$ cat src/rtl/pc_fetch_unit.sv
// rtl/pc_fetch_unit.sv - instruction fetch stage: PC, fetch register, redirects, stall
// Optional performance counters are built when FETCH_PERF_CNT_EN is defined.
module pc_fetch_unit #(
    parameter int                    ADDR_WIDTH = 12,
    parameter logic [ADDR_WIDTH-1:0] RESET_PC   = '0
) (
    input  logic                  clock,
    input  logic                  reset,
    input  logic                  stall,
    input  logic [31:0]           imem_q,
    input  logic                  redir_j,
    input  logic [26:0]           j_target,
    input  logic                  redir_br,
    input  logic [16:0]           br_imm,
    input  logic                  redir_jr,
    input  logic [31:0]           jr_target,
    output logic [ADDR_WIDTH-1:0] imem_addr,
    output logic [31:0]           instr,
    output logic [ADDR_WIDTH-1:0] instr_pc,
    output logic                  instr_valid,
    output logic [31:0]           link_pc,
    output logic [31:0]           fetch_cnt,
    output logic [31:0]           squash_cnt
);

    logic [ADDR_WIDTH-1:0] pc;
    logic [ADDR_WIDTH-1:0] target;
    logic [31:0]           br_sum;
    logic                  redirect;
    logic                  unused_bits;

    // A redirect only counts when it comes from a real instruction and the pipe is moving.
    assign redirect = instr_valid && !stall && (redir_jr || redir_j || redir_br);

    assign br_sum = 32'(instr_pc) + 32'd1 + {{15{br_imm[16]}}, br_imm};

    always_comb begin
        target = br_sum[ADDR_WIDTH-1:0];
        if (redir_jr) begin
            target = jr_target[ADDR_WIDTH-1:0];
        end else if (redir_j) begin
            target = j_target[ADDR_WIDTH-1:0];
        end
    end

    assign unused_bits = ^{j_target[26:ADDR_WIDTH], jr_target[31:ADDR_WIDTH], br_sum[31:ADDR_WIDTH]};

    always_ff @(posedge clock or negedge reset) begin
        if (!reset) begin
            pc          <= RESET_PC;
            instr       <= '0;
            instr_pc    <= '0;
            instr_valid <= 1'b0;
        end else if (!stall) begin
            if (redirect) begin
                pc          <= target;
                instr       <= '0;
                instr_valid <= 1'b0;
            end else begin
                instr       <= imem_q;
                instr_pc    <= pc;
                instr_valid <= 1'b1;
                pc          <= pc + 1'b1;
            end
        end
    end

    assign imem_addr = pc;
    assign link_pc   = 32'(instr_pc) + 32'd1;

`ifdef FETCH_PERF_CNT_EN
    logic [31:0] fetch_q;
    logic [31:0] squash_q;

    always_ff @(posedge clock or negedge reset) begin
        if (!reset) begin
            fetch_q  <= '0;
            squash_q <= '0;
        end else if (!stall) begin
            if (redirect) begin
                squash_q <= squash_q + 32'd1;
            end else begin
                fetch_q <= fetch_q + 32'd1;
            end
        end
    end

    assign fetch_cnt  = fetch_q;
    assign squash_cnt = squash_q;
`else
    assign fetch_cnt  = '0;
    assign squash_cnt = '0;
`endif

endmodule
$ cat config.mk
export PLATFORM = sky130hd
export DESIGN_NAME = pc_fetch_unit
export DESIGN_NICKNAME = d
export VERILOG_FILES = /design/src/rtl/pc_fetch_unit.sv
export SDC_FILE = /design/constraint.sdc
export NUM_CORES = 1
export LEC_CHECK = 0
export BUFFER_PORTS_ARGS = -buffer_cell sky130_fd_sc_hd__buf_2
export CAP_MARGIN = 10
export CORE_ASPECT_RATIO = 1.75
export CORE_MARGIN = 2
export CORE_UTILIZATION = 40
export CTS_BUF_LIST = sky130_fd_sc_hd__clkbuf_8
export DETAILED_ROUTE_END_ITERATION = 10
export GPL_TIMING_DRIVEN = 0
export PLACE_DENSITY = 0.86
export SETUP_SLACK_MARGIN = 0.1
export SYNTH_ARGS = -nofsm -noshare
export SYNTH_HDL_FRONTEND = slang
export SYNTH_SLANG_ARGS = --single-unit
export TNS_END_PERCENT = 100
$ cat constraint.sdc
create_clock -name clock -period 2.8 [get_ports clock]
set_input_delay 0.42 -clock clock [delete_from_list [all_inputs] [get_ports clock]]
set_output_delay 0.42 -clock clock [all_outputs]
set_load 0.02 [all_outputs]
==> results of run 1 <==
## metal layers
layer	GRT usage	up-vias
met1	0.2066	1860
met3	0.05679	38
met2	0.4141	223
li1	-	2034
met5	0	-
met4	0.1481	0
## flip-flops by register name, summed over array words and instances (netlist names)
| register | flops |
|---|---|
| instr_pc | 12 |
| imem_addr | 12 |
| instr_valid | 1 |
| instr | 32 |
## worst max-delay path, cell delays in order (launching register included)
cell	delay, ps
dfrtp_1	500
and3_1	340
nand3_1	160
xnor2_2	190
ha_1	360
nand4_1	140
nor3b_1	330
o31a_1	190
o2111a_1	180
o21ai_1	60
## cell type report
cell class	instances	area share
Buffer	105	0.1283
Clock buffer	11	0.02723
Clock inverter	5	0.005401
Inverter	5	0.003375
Multi-Input combinational cell	419	0.4197
Sequential cell	57	0.2570
Tap cell	127	0.02858
Timing Repair Buffer	142	0.1305
## repair_timing
action | CTS | global route
hold endpoints to repair | 0 | 0
resized for setup | 2 | 10
endpoints found under the setup margin | 1 | 5
gates cloned | 0 | 0
pin swaps | 0 | 0
## how the worst max path moves through the flow
stage                                  from                        end  slack (ps)  cells past startpoint
floorplan           instr_pc[1]$_DFFE_PN0P_  imem_addr[10]$_DFFE_PN0N_         160                     10
global placement    instr_pc[1]$_DFFE_PN0P_  imem_addr[10]$_DFFE_PN0N_         130                     10
detailed placement  instr_pc[0]$_DFFE_PN0P_  imem_addr[10]$_DFFE_PN0N_          60                     10
CTS                 instr_pc[0]$_DFFE_PN0P_  imem_addr[10]$_DFFE_PN0N_         120                     10
global route        instr_pc[0]$_DFFE_PN0P_  imem_addr[10]$_DFFE_PN0N_          90                     10
finish              instr_pc[2]$_DFFE_PN0P_  imem_addr[10]$_DFFE_PN0N_         230                      9
## stage by stage
step	instances	instance area, um2	hold WS (ps)
after global routing	871	5560	107.6
after detailed placement	855	5335	444.5
after floorplan	586	4451	124.4
final	871	5560	67.26
after CTS	871	5529	73.90
after global placement	854	5315	448.5
## cells by family (layout without fill, tap and decap cells)
kind of cell               after synthesis  after routing
AOI/OAI and AO/OA                       84             84
buffers and inverters                  110            268
other                                    1             83
and+or+nand+nor                        215            215
DFF                                     57             57
xor gates and xnor gates                17             17
muxes                                    3              3
adders and majority gates               17             17
## power by group
group	internal, mW	total [mW]	switching (mW)
sequential	1.02	1.30	0.284
clock	0.364	0.704	0.340
combinational	0.804	2.12	1.32
## cell usage in the layout, fill, tap and decap left out, types with 3 or more instances in the layout
cell type	Yosys	routed
nor2_1	14	13
nand3_1	43	43
xnor2_1	10	9
clkinv_2	0	3
xor2_1	6	4
conb_1	1	83
buf_2	6	147
o21a_1	3	3
o21ai_0	15	14
mux2i_1	3	3
clkbuf_1	16	16
nor3_1	13	12
nand2_1	117	116
a21o_1	5	5
ha_1	16	16
a21oi_1	17	15
dfrtp_1	57	55
inv_1	3	3
buf_4	83	83
clkbuf_8	0	11
a21oi_2	1	3
o21ai_1	7	8
o211ai_1	6	6
nor3b_1	3	3
and3_1	6	6
a22oi_1	6	6
==> results.py, run 1 <==
metrics = {
    "clocking": {
        "cts_tree": "yes",
        "cts_htree_levels": 3,
        "clock-sinks": 57,
        "clock_latency_ps": 340,
        "clk_pin_slew_ps": 70,
        "ctsRootBufferMaster": "clkbuf_8",
        "holdBufCountCts": 0,
        "post_cts_buffers": 0,
        "clock_path_buffers": 2,
        "numCtsBuffers": 9,
    },
    "yosys": {
        "yosysTopAreaCell": "dfrtp_1",
        "synth_top_area_frac": 0.3449,
        "ys_seq_area_frac": 0.3449,
        "yosysWarnings": 0,
        "ys_types": 59,
        "syn_area_mm2": 0.004135,
        "synth_ff_type": "dfrtp_1",
        "synth-seq-cells": 57,
        "synth_fa_ha_area_frac": 0.05325,
        "syn_area_per_cell_um2": 8.205,
        "synthArstFlopShare": 1.000,
        "synth_xor_xnor_area_share": 0.03782,
        "synth.most_common_cell": "nand2_1",
        "synth_edf_count": 0,
        "ys_top_cells_by_count": "117 x nand2_1, 83 x buf_4, 57 x dfrtp_1",
        "synthSimpleGateAreaFrac": 0.2390,
        "syn_inst": 504,
        "synth_compound_area_frac": 0.1398,
        "synthTopCellsByArea": "dfrtp_1 34%, buf_4 15%, nand2_1 11%, nand3_1 5.2%, ha_1 4.8%",
        "synth_top_family_by_area": "simple AND/OR/NAND/NOR gates",
        "synth_mux_area_frac": 0.007262,
    },
    "floorplanning": {
        "ios": 267,
        "die_h_um": 138.5,
        "core_mm2": 0.01018,
        "die_w_um": 80.86,
        "fp.dieArea_mm2": 0.01120,
        "rows": 49,
        "start_util": 0.4063,
    },
    "route": {
        "met3WireLength_um": 1134,
        "routed.top_layer": "met4",
        "route.layer.met1.wl_um": 3911,
        "drt_pass1_iterations": 5,
        "drtIter0Drc": 177,
        "wl_met2_um": 6917,
        "drt_wl_total_um": 12600,
        "route.vias.total": 4155,
        "avgRoutedWirePerCell_um": 14.46,
        "drc_errors": 0,
        "vias_per_cell": 4.770,
        "drtAntennaViolNets": 0,
    },
    "grt": {
        "gr-total-overflow": 0,
        "grt_pass1_wl_um": 19320,
        "track_usage": 0.2250,
        "grt_max_degree": 35,
        "antenna_found_initial": 0,
        "grt_pass1_vias": 4092,
    },
    "finish": {
        "syn_to_final_growth_pct": 34.46,
        "insertedDiodeCount": 0,
        "drive_gt1_frac": 0.3656,
        "nNetsFinal": 870,
        "finish.utilization": 0.5463,
        "multi_input_area_mm2": 0.002333,
        "seq_area_mm2": 0.001429,
        "fillers": 999,
    },
    "timing": {
        "relSlewSlack": 0.5643,
        "hold_viol": 0,
        "setup_viol": 0,
        "rsz0062_at_grt": "yes",
        "setup_tns_ps": 0,
        "fin_crit_ps": 2567,
        "setup_slack_ps": 233.5,
        "fmax_mhz": 389.6,
        "worstMarginPinSlew_ps": 651.2,
        "clock_skew_ps": 9.827,
        "fin_crit_sh": 0.9166,
        "finalMaxSlewViolations": 0,
    },
    "critical_path": {
        "cp-end-kind": "flip-flop",
        "crit_fanout": 7,
        "regToRegEndpoint": "imem_addr[10]$_DFFE_PN0N_",
        "r2r-start": "instr_pc[2]$_DFFE_PN0P_",
        "crit_type": "reg2reg",
        "reg2reg_slack_ps": 230,
        "cp.arrival_ps": 2780,
        "critical_path_required_ps": 3020,
        "crit_path_start_kind": "flip-flop",
        "reg2regPathDepth": 9,
    },
    "power_and_ir_drop": {
        "power.density_mw_per_mm2": 741.6,
        "leakagePower_nw": 3.105,
        "ir_drop_uv": 377.8,
        "finalPower_mw": 4.124,
    },
    "placement": {
        "portBuffers": 141,
        "gp_routability_congestion": 0.9268,
        "place_ws_ps": 58.49,
        "hpwl_um": 10460,
    },
    "run_status": {
        "status": "finished, final reports clean",
    },
    "flow_run": {
        "drv_cap": 0,
    },
    "hold_path": {
        "holdCritPathClass": "in2async",
    },
}
Power figures use the tool's default switching activity.
==> run 2: changes to the inputs <==
- CORE_AREA: unset -> 2 2 103 105
- CORE_ASPECT_RATIO: 1.75 -> unset
- CORE_MARGIN: 2 -> unset
- CORE_UTILIZATION: 40 -> unset
- DIE_AREA: unset -> 0 0 105 107
- PLACE_DENSITY: 0.86 -> 0.88
- SKIP_CTS_REPAIR_TIMING: unset -> 1
==> run 2 against run 1 <==
Largest cell class unchanged. Register-to-register slack improved by 40 ps. Critical path type unchanged. Clock skew decreased by 5.3 ps. Sequential power about the same.
==> results.py, run 2 (synthesis results as in run 1) <==
metrics = {
    "run_status": {
        "status": "finished, final reports clean",
    },
    "grt": {
        "track_usage": 0.2086,
        "grt_max_degree": 34,
        "antenna_found_initial": 0,
        "grt_pass1_vias": 3763,
        "grt_pass1_wl_um": 18860,
        "gr-total-overflow": 0,
    },
    "finish": {
        "layout_commonest_cell": "buf_2",
        "syn_to_final_growth_pct": 35.28,
        "largest_reg_flops": 32,
        "finish.utilization": 0.5543,
        "drive_gt1_frac": 0.3629,
        "layout_common_cells": "147 x buf_2, 117 x nand2_1, 83 x buf_4, 83 x conb_1, 54 x dfrtp_1",
        "nNetsFinal": 870,
        "insertedDiodeCount": 0,
        "regMostFlops": "instr",
    },
    "hold_path": {
        "holdCritPathClass": "in2async",
    },
    "floorplanning": {
        "fp.dieArea_mm2": 0.01124,
        "die_h_um": 107,
        "core_mm2": 0.01009,
        "ios": 267,
        "start_util": 0.4097,
        "die_w_um": 105,
        "rows": 37,
    },
    "critical_path": {
        "cp_num_buf_inv": 0,
        "crit_path_start_kind": "flip-flop",
        "crit_type": "reg2reg",
        "cp.arrival_ps": 2730,
        "cp-end-kind": "flip-flop",
        "critical_path_required_ps": 3000,
        "path_cells": "ha_2, nand2_1, nor3_2, xor2_2, ha_1, nand4_1, o22ai_1, o311ai_1, o2111a_1, o21ai_1",
        "slowest_delay_ps": 410,
        "crit_fanout": 5,
        "critical-path-top-delay-family": "compound AO/OA/AOI/OAI gates",
        "cp_slowest_cell": "dfrtp_2",
    },
    "timing": {
        "relSlewSlack": 0.5510,
        "fmax_mhz": 396.4,
        "worstMarginPinSlew_ps": 673.6,
        "hold_viol": 0,
        "setup_viol": 0,
        "fin_crit_ps": 2522,
        "fin_crit_sh": 0.9009,
        "setup_tns_ps": 0,
        "rsz0062_at_grt": "yes",
        "clock_skew_ps": 4.477,
        "finalMaxSlewViolations": 0,
    },
    "power_and_ir_drop": {
        "p_int_mw": 2.361,
        "pwr-share-clk": 0.208,
        "leakagePower_nw": 3.120,
        "switching_share": 0.4512,
        "p_sw_mw": 1.941,
        "pwr-share-comb": 0.491,
        "pwr-share-seq": 0.301,
        "power.density_mw_per_mm2": 769.0,
        "ir_drop_uv": 364.9,
    },
    "clocking": {
        "numCtsBuffers": 9,
        "clock_latency_ps": 330,
        "clk_pin_slew_ps": 70,
        "ctsRootBufferMaster": "clkbuf_8",
        "cts_tree": "yes",
        "clock_path_buffers": 2,
        "clock-sinks": 57,
        "cts_htree_levels": 3,
    },
    "route": {
        "avgRoutedWirePerCell_um": 13.90,
        "drt_wl_total_um": 12230,
        "drt_pass1_iterations": 5,
        "drtIter0Drc": 345,
        "vias_per_cell": 4.759,
        "route.vias.total": 4188,
        "drc_errors": 0,
        "drtAntennaViolNets": 0,
    },
    "placement": {
        "gp_routability_congestion": 0.9614,
        "portBuffers": 141,
        "hpwl_um": 9605,
    },
    "flow_run": {
        "drv_cap": 0,
    },
}
## run 2: changes by cell type in the layout (fill, tap and decap cells not counted), sizes merged
cell,change
bufinv,+2
clkinvlp,-1
clkinv,-1
## run 2: worst reg2reg max path, delay by kind of cell (launching register included)
kind | cells | cell delay [ps]
fa+ha+maj | 2 | 540
compound gates | 4 | 760
xor+xnor | 1 | 180
simple gates | 3 | 510
flops | 1 | 410
## run 2: worst paths after layout
path                                              to                     from  cells past startpoint  slack, ps
min in group clock             instr[14]$_DFFE_PN0N_               imem_q[14]                      3        310
hold / removal                 instr[14]$_DFFE_PN0N_                    reset                      1         90
hold reg to reg                instr[25]$_DFFE_PN0N_    instr[25]$_DFFE_PN0N_                      2        470
max in group asynchronous    instr_pc[3]$_DFFE_PN0P_                    reset                      2       2100
setup reg to reg           imem_addr[10]$_DFFE_PN0N_  instr_pc[0]$_DFFE_PN0P_                     10        280
setup / recovery           imem_addr[10]$_DFFE_PN0N_  instr_pc[0]$_DFFE_PN0P_                     10        280
## run 2: area by class of cell
type                    count  area (um2)
fillers                   964        4498
multi-input cells         419        2307
flip-flops and latches     57        1430
repair buffers            142       725.7
plain buffers             105       713.2
well taps                 136       170.2
clock buffers              11       151.4
clock inverters             5       77.57
inverters                   5       18.77
## run 2: routing by layer
layer	track usage	up-vias	share of wire
met1	0.2759	1925	0.41
met2	0.3372	216	0.49
met4	0.06095	0	0.014
met5	0	-	0
li1	-	2032	-
met3	0.05350	15	0.091
## run 2: power by group through the flow
stage	clock [mW]	sequential (mW)	combinational, mW
global placement	0	1.29	2.03
finish	0.895	1.29	2.11
floorplan	0	1.48	1.24
detailed placement	0	1.30	2.07
CTS	0.910	1.28	2.08
global route	0.956	1.32	2.30
## run 2: stage by stage
stage	instances	hold WS [ps]	power (mW)	cell area, um2	worst slack, ps
2_1_floorplan	586	124.4	2.715	4451	156.8
3_3_place_gp	863	448.8	3.319	5326	134.4
3_5_place_dp	864	453.9	3.365	5346	89.28
4_1_cts	880	88.02	4.275	5575	65.09
5_1_grt	880	122.8	4.575	5594	91.20
6_report	880	86.12	4.302	5594	277.6
